## src/rtl/poly_pkg.sv

```systemverilog
// rtl/poly_pkg.sv - shared types and coefficient placement helpers for the poly datapath
package poly_pkg;

  typedef enum logic [1:0] {
    IDLE,
    STREAM,
    DONE
  } stream_state_t;

  localparam int BATCH_SIZE = 4;

  // Coefficient c lives in bank c%2 at address c/2.
  function automatic int unsigned bank_of(input int unsigned c);
    return c % 2;
  endfunction

  function automatic int unsigned addr_of(input int unsigned c);
    return c / 2;
  endfunction

endpackage

```

## src/rtl/dpbram_if.sv

```systemverilog
// rtl/dpbram_if.sv - dual-port BRAM bank set interface, four banks with two ports each
interface DPBRAMInterface #(
  parameter int K  = 16,
  parameter int AW = 3
);
  logic [3:0]         en;
  logic [3:0]         we;
  logic [3:0][AW-1:0] addr_a;
  logic [3:0][AW-1:0] addr_b;
  logic [3:0][K-1:0]  di_a;
  logic [3:0][K-1:0]  di_b;
  logic [3:0][K-1:0]  do_a;
  logic [3:0][K-1:0]  do_b;

  modport initiator (
    output en, we, addr_a, addr_b, di_a, di_b,
    input  do_a, do_b
  );

  modport target (
    input  en, we, addr_a, addr_b, di_a, di_b,
    output do_a, do_b
  );
endinterface

```

## src/rtl/coef_beat_fifo.sv

```systemverilog
// rtl/coef_beat_fifo.sv - small synchronous FIFO holding coefficient beats plus batch index
module coef_beat_fifo #(
  parameter int WIDTH = 66,
  parameter int DEPTH = 3,
  parameter int OW    = $clog2(DEPTH + 1)
) (
  input  logic             clk,
  input  logic             reset,
  input  logic             push_i,
  input  logic [WIDTH-1:0] push_data_i,
  input  logic             pop_i,
  output logic [OW-1:0]    occ_o,
  output logic [WIDTH-1:0] head_o
);

  localparam int PW = $clog2(DEPTH);

  logic [WIDTH-1:0] mem_q [DEPTH];
  logic [PW-1:0]    wr_ptr_q, wr_ptr_d;
  logic [PW-1:0]    rd_ptr_q, rd_ptr_d;
  logic [OW-1:0]    occ_q, occ_d;
  logic             do_push, do_pop;

  function automatic logic [PW-1:0] ptr_inc(input logic [PW-1:0] p);
    return (p == PW'(DEPTH - 1)) ? '0 : p + PW'(1);
  endfunction

  assign do_pop  = pop_i && (occ_q != '0);
  // A full FIFO still accepts a push when the head leaves in the same cycle.
  assign do_push = push_i && ((occ_q < OW'(DEPTH)) || do_pop);

  always_comb begin
    wr_ptr_d = do_push ? ptr_inc(wr_ptr_q) : wr_ptr_q;
    rd_ptr_d = do_pop  ? ptr_inc(rd_ptr_q) : rd_ptr_q;
    occ_d    = occ_q;
    if (do_push && !do_pop) begin
      occ_d = occ_q + OW'(1);
    end else if (do_pop && !do_push) begin
      occ_d = occ_q - OW'(1);
    end
  end

  always_ff @(posedge clk) begin
    if (reset) begin
      wr_ptr_q <= '0;
      rd_ptr_q <= '0;
      occ_q    <= '0;
    end else begin
      wr_ptr_q <= wr_ptr_d;
      rd_ptr_q <= rd_ptr_d;
      occ_q    <= occ_d;
    end
  end

  always_ff @(posedge clk) begin
    if (do_push) begin
      mem_q[wr_ptr_q] <= push_data_i;
    end
  end

  assign occ_o  = occ_q;
  assign head_o = mem_q[rd_ptr_q];

endmodule

```

## src/rtl/poly_stream_out.sv

```systemverilog
// rtl/poly_stream_out.sv - drains a polynomial from the BRAM bank set as a 4-lane valid/ready stream
module poly_stream_out
  import poly_pkg::*;
#(
  parameter int N         = 16,
  parameter int K         = 16,
  parameter int BUF_DEPTH = 3
) (
  input  logic                  clk,
  input  logic                  reset,
  input  logic                  start,
  DPBRAMInterface.initiator     bram,
  output logic [BATCH_SIZE*K-1:0] m_data,
  output logic                  m_valid,
  input  logic                  m_ready,
  output logic                  m_last,
  output logic                  busy,
  output logic                  done
);

  localparam int NB = N / BATCH_SIZE;
  localparam int CW = $clog2(NB + 1);
  localparam int BW = (NB > 1) ? $clog2(NB) : 1;
  localparam int AW = (N > 2) ? $clog2(N / 2) : 1;
  localparam int OW = $clog2(BUF_DEPTH + 1);
  localparam int FW = BATCH_SIZE * K + BW;

  stream_state_t state_q, state_d;
  logic [CW-1:0] rd_cnt_q, rd_cnt_d;
  logic          inflight_q;
  logic [BW-1:0] batch_q;
  logic [OW-1:0] occ;
  logic [OW:0]   credit_used;
  logic [FW-1:0] head;
  logic [FW-1:0] push_data;
  logic          issue;
  logic          pop;
  logic [AW-1:0] addr_lo;
  logic [AW-1:0] addr_hi;

  // Credit check uses only registered occupancy, so m_ready never reaches en.
  assign credit_used = (OW + 1)'(occ) + (OW + 1)'(inflight_q);
  assign issue = (state_q == STREAM) && (rd_cnt_q < CW'(NB)) &&
                 (credit_used < (OW + 1)'(BUF_DEPTH));
  assign pop   = m_valid && m_ready;

  always_ff @(posedge clk) begin
    if (reset) begin
      state_q <= IDLE;
    end else begin
      state_q <= state_d;
    end
  end

  always_comb begin
    state_d = state_q;
    case (state_q)
      IDLE:    if (start) state_d = STREAM;
      STREAM:  if (pop && m_last) state_d = DONE;
      DONE:    state_d = IDLE;
      default: state_d = IDLE;
    endcase
  end

  always_comb begin
    busy = (state_q != IDLE);
    done = (state_q == DONE);
  end

  always_comb begin
    rd_cnt_d = rd_cnt_q;
    if (state_q == IDLE) begin
      rd_cnt_d = '0;
    end else if (issue) begin
      rd_cnt_d = rd_cnt_q + CW'(1);
    end
  end

  always_ff @(posedge clk) begin
    if (reset) begin
      rd_cnt_q   <= '0;
      inflight_q <= 1'b0;
      batch_q    <= '0;
    end else begin
      rd_cnt_q   <= rd_cnt_d;
      inflight_q <= issue;
      if (issue) begin
        batch_q <= rd_cnt_q[BW-1:0];
      end
    end
  end

  assign addr_lo = AW'(addr_of(32'(rd_cnt_q) * BATCH_SIZE));
  assign addr_hi = AW'(addr_of(32'(rd_cnt_q) * BATCH_SIZE + 2));

  assign bram.en     = {2'b00, issue, issue};
  assign bram.we     = '0;
  assign bram.di_a   = '0;
  assign bram.di_b   = '0;
  assign bram.addr_a = {AW'(0), AW'(0), addr_lo, addr_lo};
  assign bram.addr_b = {AW'(0), AW'(0), addr_hi, addr_hi};

  assign push_data = {batch_q, bram.do_b[1], bram.do_b[0], bram.do_a[1], bram.do_a[0]};

  coef_beat_fifo #(
    .WIDTH (FW),
    .DEPTH (BUF_DEPTH),
    .OW    (OW)
  ) u_fifo (
    .clk         (clk),
    .reset       (reset),
    .push_i      (inflight_q),
    .push_data_i (push_data),
    .pop_i       (pop),
    .occ_o       (occ),
    .head_o      (head)
  );

  assign m_valid = (occ != '0);
  assign m_data  = head[BATCH_SIZE*K-1:0];
  assign m_last  = m_valid && (head[FW-1 -: BW] == BW'(NB - 1));

endmodule

```

## src/flat_wrapper.sv

```systemverilog
// flat-port wrapper written by rule: the top's interface ports become plain ports
module poly_stream_out_flat import poly_pkg::*;
#(
  parameter int N         = 16,
  parameter int K         = 16,
  parameter int BUF_DEPTH = 3
)
  (clk, reset, start, m_data, m_valid, m_ready, m_last, busy, done, bram_en, bram_we, bram_addr_a, bram_addr_b, bram_di_a, bram_di_b, bram_do_a, bram_do_b);
  DPBRAMInterface #(.K(K)) bram_i ();
  input  logic clk;
  input  logic reset;
  input  logic start;
  output logic [BATCH_SIZE*K-1:0] m_data;
  output logic m_valid;
  input  logic m_ready;
  output logic m_last;
  output logic busy;
  output logic done;
  output wire logic [$bits(bram_i.en)-1:0] bram_en;
  output wire logic [$bits(bram_i.we)-1:0] bram_we;
  output wire logic [$bits(bram_i.addr_a)-1:0] bram_addr_a;
  output wire logic [$bits(bram_i.addr_b)-1:0] bram_addr_b;
  output wire logic [$bits(bram_i.di_a)-1:0] bram_di_a;
  output wire logic [$bits(bram_i.di_b)-1:0] bram_di_b;
  input wire logic [$bits(bram_i.do_a)-1:0] bram_do_a;
  input wire logic [$bits(bram_i.do_b)-1:0] bram_do_b;
  assign bram_en = bram_i.en;
  assign bram_we = bram_i.we;
  assign bram_addr_a = bram_i.addr_a;
  assign bram_addr_b = bram_i.addr_b;
  assign bram_di_a = bram_i.di_a;
  assign bram_di_b = bram_i.di_b;
  assign bram_i.do_a = bram_do_a;
  assign bram_i.do_b = bram_do_b;
  poly_stream_out #(.N(N), .K(K), .BUF_DEPTH(BUF_DEPTH)) u_core (.clk(clk), .reset(reset), .start(start), .bram(bram_i), .m_data(m_data), .m_valid(m_valid), .m_ready(m_ready), .m_last(m_last), .busy(busy), .done(done));
endmodule
```

## config.mk

```make
export PLATFORM = sky130hd
export DESIGN_NAME = poly_stream_out_flat
export DESIGN_NICKNAME = d
export VERILOG_FILES = /design/src/rtl/poly_pkg.sv /design/src/rtl/dpbram_if.sv /design/src/rtl/coef_beat_fifo.sv /design/src/rtl/poly_stream_out.sv /design/src/flat_wrapper.sv
export SDC_FILE = /design/constraint.sdc
export NUM_CORES = 1
export LEC_CHECK = 0
export BUFFER_PORTS_ARGS = -buffer_cell sky130_fd_sc_hd__buf_2
export CAP_MARGIN = 20
export CORE_AREA = 2 2 155 157
export DETAILED_ROUTE_END_ITERATION = 8
export DIE_AREA = 0 0 157 159
export GPL_TIMING_DRIVEN = 0
export PLACE_DENSITY_LB_ADDON = 0.3
export SLEW_MARGIN = 25
export SYNTH_ARGS = -nofsm -noshare
export SYNTH_HDL_FRONTEND = slang
export SYNTH_SLANG_ARGS = --single-unit
```

## constraint.sdc

```tcl
create_clock -name clk -period 6.6 [get_ports clk]
set_input_delay 1.32 -clock clk [delete_from_list [all_inputs] [get_ports clk]]
set_output_delay 1.32 -clock clk [all_outputs]
set_load 0.1 [all_outputs]
```

==> impl_metrics.json <==
{
  "slew_violations": 0,
  "synthFlopType": "edfxtp_1",
  "hold_viol": 0,
  "fin_crit_sh": 0.582,
  "switching_share": 0.444,
  "io_buffers": 145,
  "dieArea_sq_um": 25000,
  "critical_path_peak_fanout": 6,
  "clock_latency_ns": 0.49,
  "slowest_delay_ns": 0.53,
  "power_frac_comb": 0.403,
  "dpl.hpwl_mm": 13.3,
  "cp-end-kind": "output port",
  "slowest_stage": "or4b_4",
  "cts_made_buffers": 23,
  "synth_edf_count": 198,
  "nNetsFinal": 1129,
  "syn-cell-area_sq_um": 9220,
  "root_buffer": "clkbuf_16",
  "drcViolationCount": 0,
  "layout.cells.non_filler": 1326,
  "p_seq_frac": 0.345,
  "ys_warn_count": 0,
  "hp-class": "register to register",
  "reg2reg_to": "u_core.u_fifo.mem_q[0][36]$_DFFE_PP_",
  "grt_pass1_vias": 5117,
  "rows": 56,
  "worst-r2r-setup-slack_ns": 3.96,
  "clk_pin_slew_ns": 0.06,
  "cts_tree": "yes",
  "dr_wl_met3_mm": 1.60,
  "regArea_sq_um": 6270,
  "postCtsSetupRepairBufs": 0,
  "syn_inst": 653,
  "synth_area_leaders": "edfxtp_1 (64%), buf_4 (14%), mux2i_1 (7.1%)",
  "clkPwrFrac": 0.252,
  "peakVddDrop_mv": 0.282,
  "synth.most_common_cell": "edfxtp_1",
  "yosys.area.top_type": "edfxtp_1",
  "core_area_sq_um": 23200,
  "critical_path_class": "register to output port",
  "viasPerCell": 4.12,
  "drt_wl_total_mm": 18.3,
  "cts_buffer_depth": 3,
  "drt-met1-wl_mm": 7.08,
  "crit_family": "simple AND/OR/NAND/NOR gates",
  "p_sw_uw": 2010,
  "cts_hold_repair.buffers": 0,
  "highest_layer": "met5",
  "syn_avg_cell_area_sq_um": 14.1,
  "gp_congestion": 0.695,
  "grt.total_usage": 0.141,
  "holdWs_ns": 0.481,
  "synth_top_area_frac": 0.645,
  "ys_ff_latch": 214,
  "slew_headroom": 0.589,
  "synth_cell_types": 42,
  "fillers": 2025,
  "cp.required_ns": 5.28,
  "clock.fmax_mhz": 260,
  "dr_wl_met2_mm": 9.22,
  "ys_top_cells_by_count": "edfxtp_1 (198), buf_4 (166), nand2_1 (71), mux2i_1 (65), o21ai_1 (64)",
  "die_w_um": 157,
  "tightest_slew_ns": 0.613,
  "path_buf_inv": 2,
  "drt-initial-drc-count": 223,
  "boundaryPins": 360,
  "rsz0062_at_grt": "false",
  "async_reset_ff_frac": 0,
  "wl_per_cell_um": 13.8,
  "multi_input_area_sq_um": 2220,
  "start_kind": "register",
  "grt_pass1_wl_mm": 27.5,
  "final_layout_size_suffix_gt1_frac": 0.373,
  "start_util": 0.398,
  "finalSetupViolCount": 0,
  "r2r_cells": 9,
  "max-cap-violations": 0,
  "utilization": 0.511,
  "syn2layout_area_growth_pct": 28.4,
  "dr.pass1.iters": 4,
  "hp-start": "u_core.batch_q[0]$_SDFFE_PP0P_",
  "h-tree-depth": 1,
  "cts.sinks": 214,
  "internal_power_uw": 2520,
  "vias": 5467,
  "ant_nets": 0,
  "ys_seq_area_frac": 0.679,
  "cp.arrival_ns": 2.52,
  "cp_common_cell": "ha_1",
  "overflow": 0,
  "outcome": "finished clean",
  "antenna_found_initial": 2,
  "fin_crit_ns": 3.84,
  "path_cells": "ha_1 -> ha_1 -> or4b_4 -> nor2_4 -> buf_4 -> buf_2",
  "die_h_um": 159,
  "p_leak_uw": 0.00484,
  "fin_skew_ns": 0.00596,
  "p_per_area_nw_per_um2": 383,
  "grt_start_max_net_pins": 14,
  "ctsResizeCount": 0,
  "rr_startpoint": "u_core.u_fifo.occ_o[0]$_SDFFE_PP0P_",
  "whs_path_depth": 0,
  "min_to": "u_core.u_fifo.mem_q[1][64]$_DFFE_PP_",
  "place_inst": 1287
}
power groups by stage:
stage	clock network [uW]	logic, uW	registers (uW)
global route	1230	1890	1570
floorplan	0	1590	1600
global placement	0	1820	1600
CTS	1190	1840	1570
finish	1140	1830	1570
detailed placement	0	1840	1590
metal layers:
layer / up-vias / global-route usage
li1: 2719 / -
met1: 2507 / 0.168
met2: 208 / 0.248
met3: 31 / 0.0367
met4: 2 / 0.0425
met5: - / 0
placed cells by master, fill, tap and decap left out, types with 2 or more instances in the layout:
cell	instances
a21oi_1	5
buf_2	147
buf_4	172
buf_6	11
buf_8	5
clkbuf_1	15
clkbuf_16	23
clkinv_1	8
clkinv_2	3
conb_1	150
dfxtp_1	16
edfxtp_1	198
ha_1	4
inv_2	2
mux2i_1	65
nand2_1	71
nand3_1	2
nor2_1	2
nor2b_1	4
nor3_1	2
nor3_2	2
nor3b_4	2
o21ai_0	5
o21ai_1	64
or2_1	2
or3_1	2
xor2_1	2
worst max path at each step:
stage | start | endpoint | slack (ns) | depth (start not counted)
floorplan | m_ready | u_core.u_fifo.mem_q[0][0]$_DFFE_PP_ | 0.10 | 2
global placement | m_ready | u_core.u_fifo.mem_q[0][28]$_DFFE_PP_ | -3.49 | 3
detailed placement | m_ready | u_core.u_fifo.mem_q[0][28]$_DFFE_PP_ | 2.92 | 9
CTS | register | m_data[41] | 2.70 | 5
global route | register | m_data[42] | 2.56 | 5
finish | u_core.u_fifo.occ_o[0]$_SDFFE_PP0P_ | bram_en[0] | 2.76 | 6
logic make-up (layout without fill, tap and decap cells):
logic type	after synthesis	in the layout	synth area share
DFF	214	214	0.679
buffers and inverters	184	389	0.143
and+or+nand+nor	102	102	0.0532
AOI/OAI and AO/OA	79	79	0.0449
muxes	66	66	0.0718
adders and majority gates	4	4	0.00543
other	2	151	0.000814
xor gates and xnor gates	2	2	0.00190
stage by stage:
stage | TNS (ns) | area (sq um) | setup slack (ns) | power [uW]
detailed placement | 0 | 11200 | 2.92 | 3430
finish | 0 | 11800 | 2.76 | 4530
CTS | 0 | 11800 | 2.70 | 4590
floorplan | 0 | 9790 | 0.102 | 3180
global placement | -232.86 | 10900 | -3.49 | 3420
global route | 0 | 11800 | 2.56 | 4690
worst register-to-register path, delay by kind of cell, from the launching register on:
kind / cells / cell delay, ns
AO/OA/AOI/OAI: 1 / 0.15
buffers and inverters: 6 / 1.19
flip-flops: 1 / 0.37
AND/OR/NAND/NOR: 2 / 0.62
layout make-up:
class                   instances  area share
flip-flops and latches        214       0.529
multi-input cells             403       0.188
plain buffers                 182       0.111
repair buffers                167      0.0819
clock buffers                  25      0.0492
well taps                     319      0.0337
clock inverters                13     0.00697
inverters                       2    0.000634
diodes                          1    0.000211
state kept, by name (all words and copies together), names as in the netlist, named ones only:
signal and cells:
u_core.batch_q 2, u_core.inflight_q 1, u_core.rd_cnt_q 3, u_core.state_q 2
u_core.u_fifo.mem_q 198, u_core.u_fifo.occ_o 2, u_core.u_fifo.rd_ptr_q 2, u_core.u_fifo.wr_ptr_q 2
Note: power is estimated with default switching activity, not from simulation.
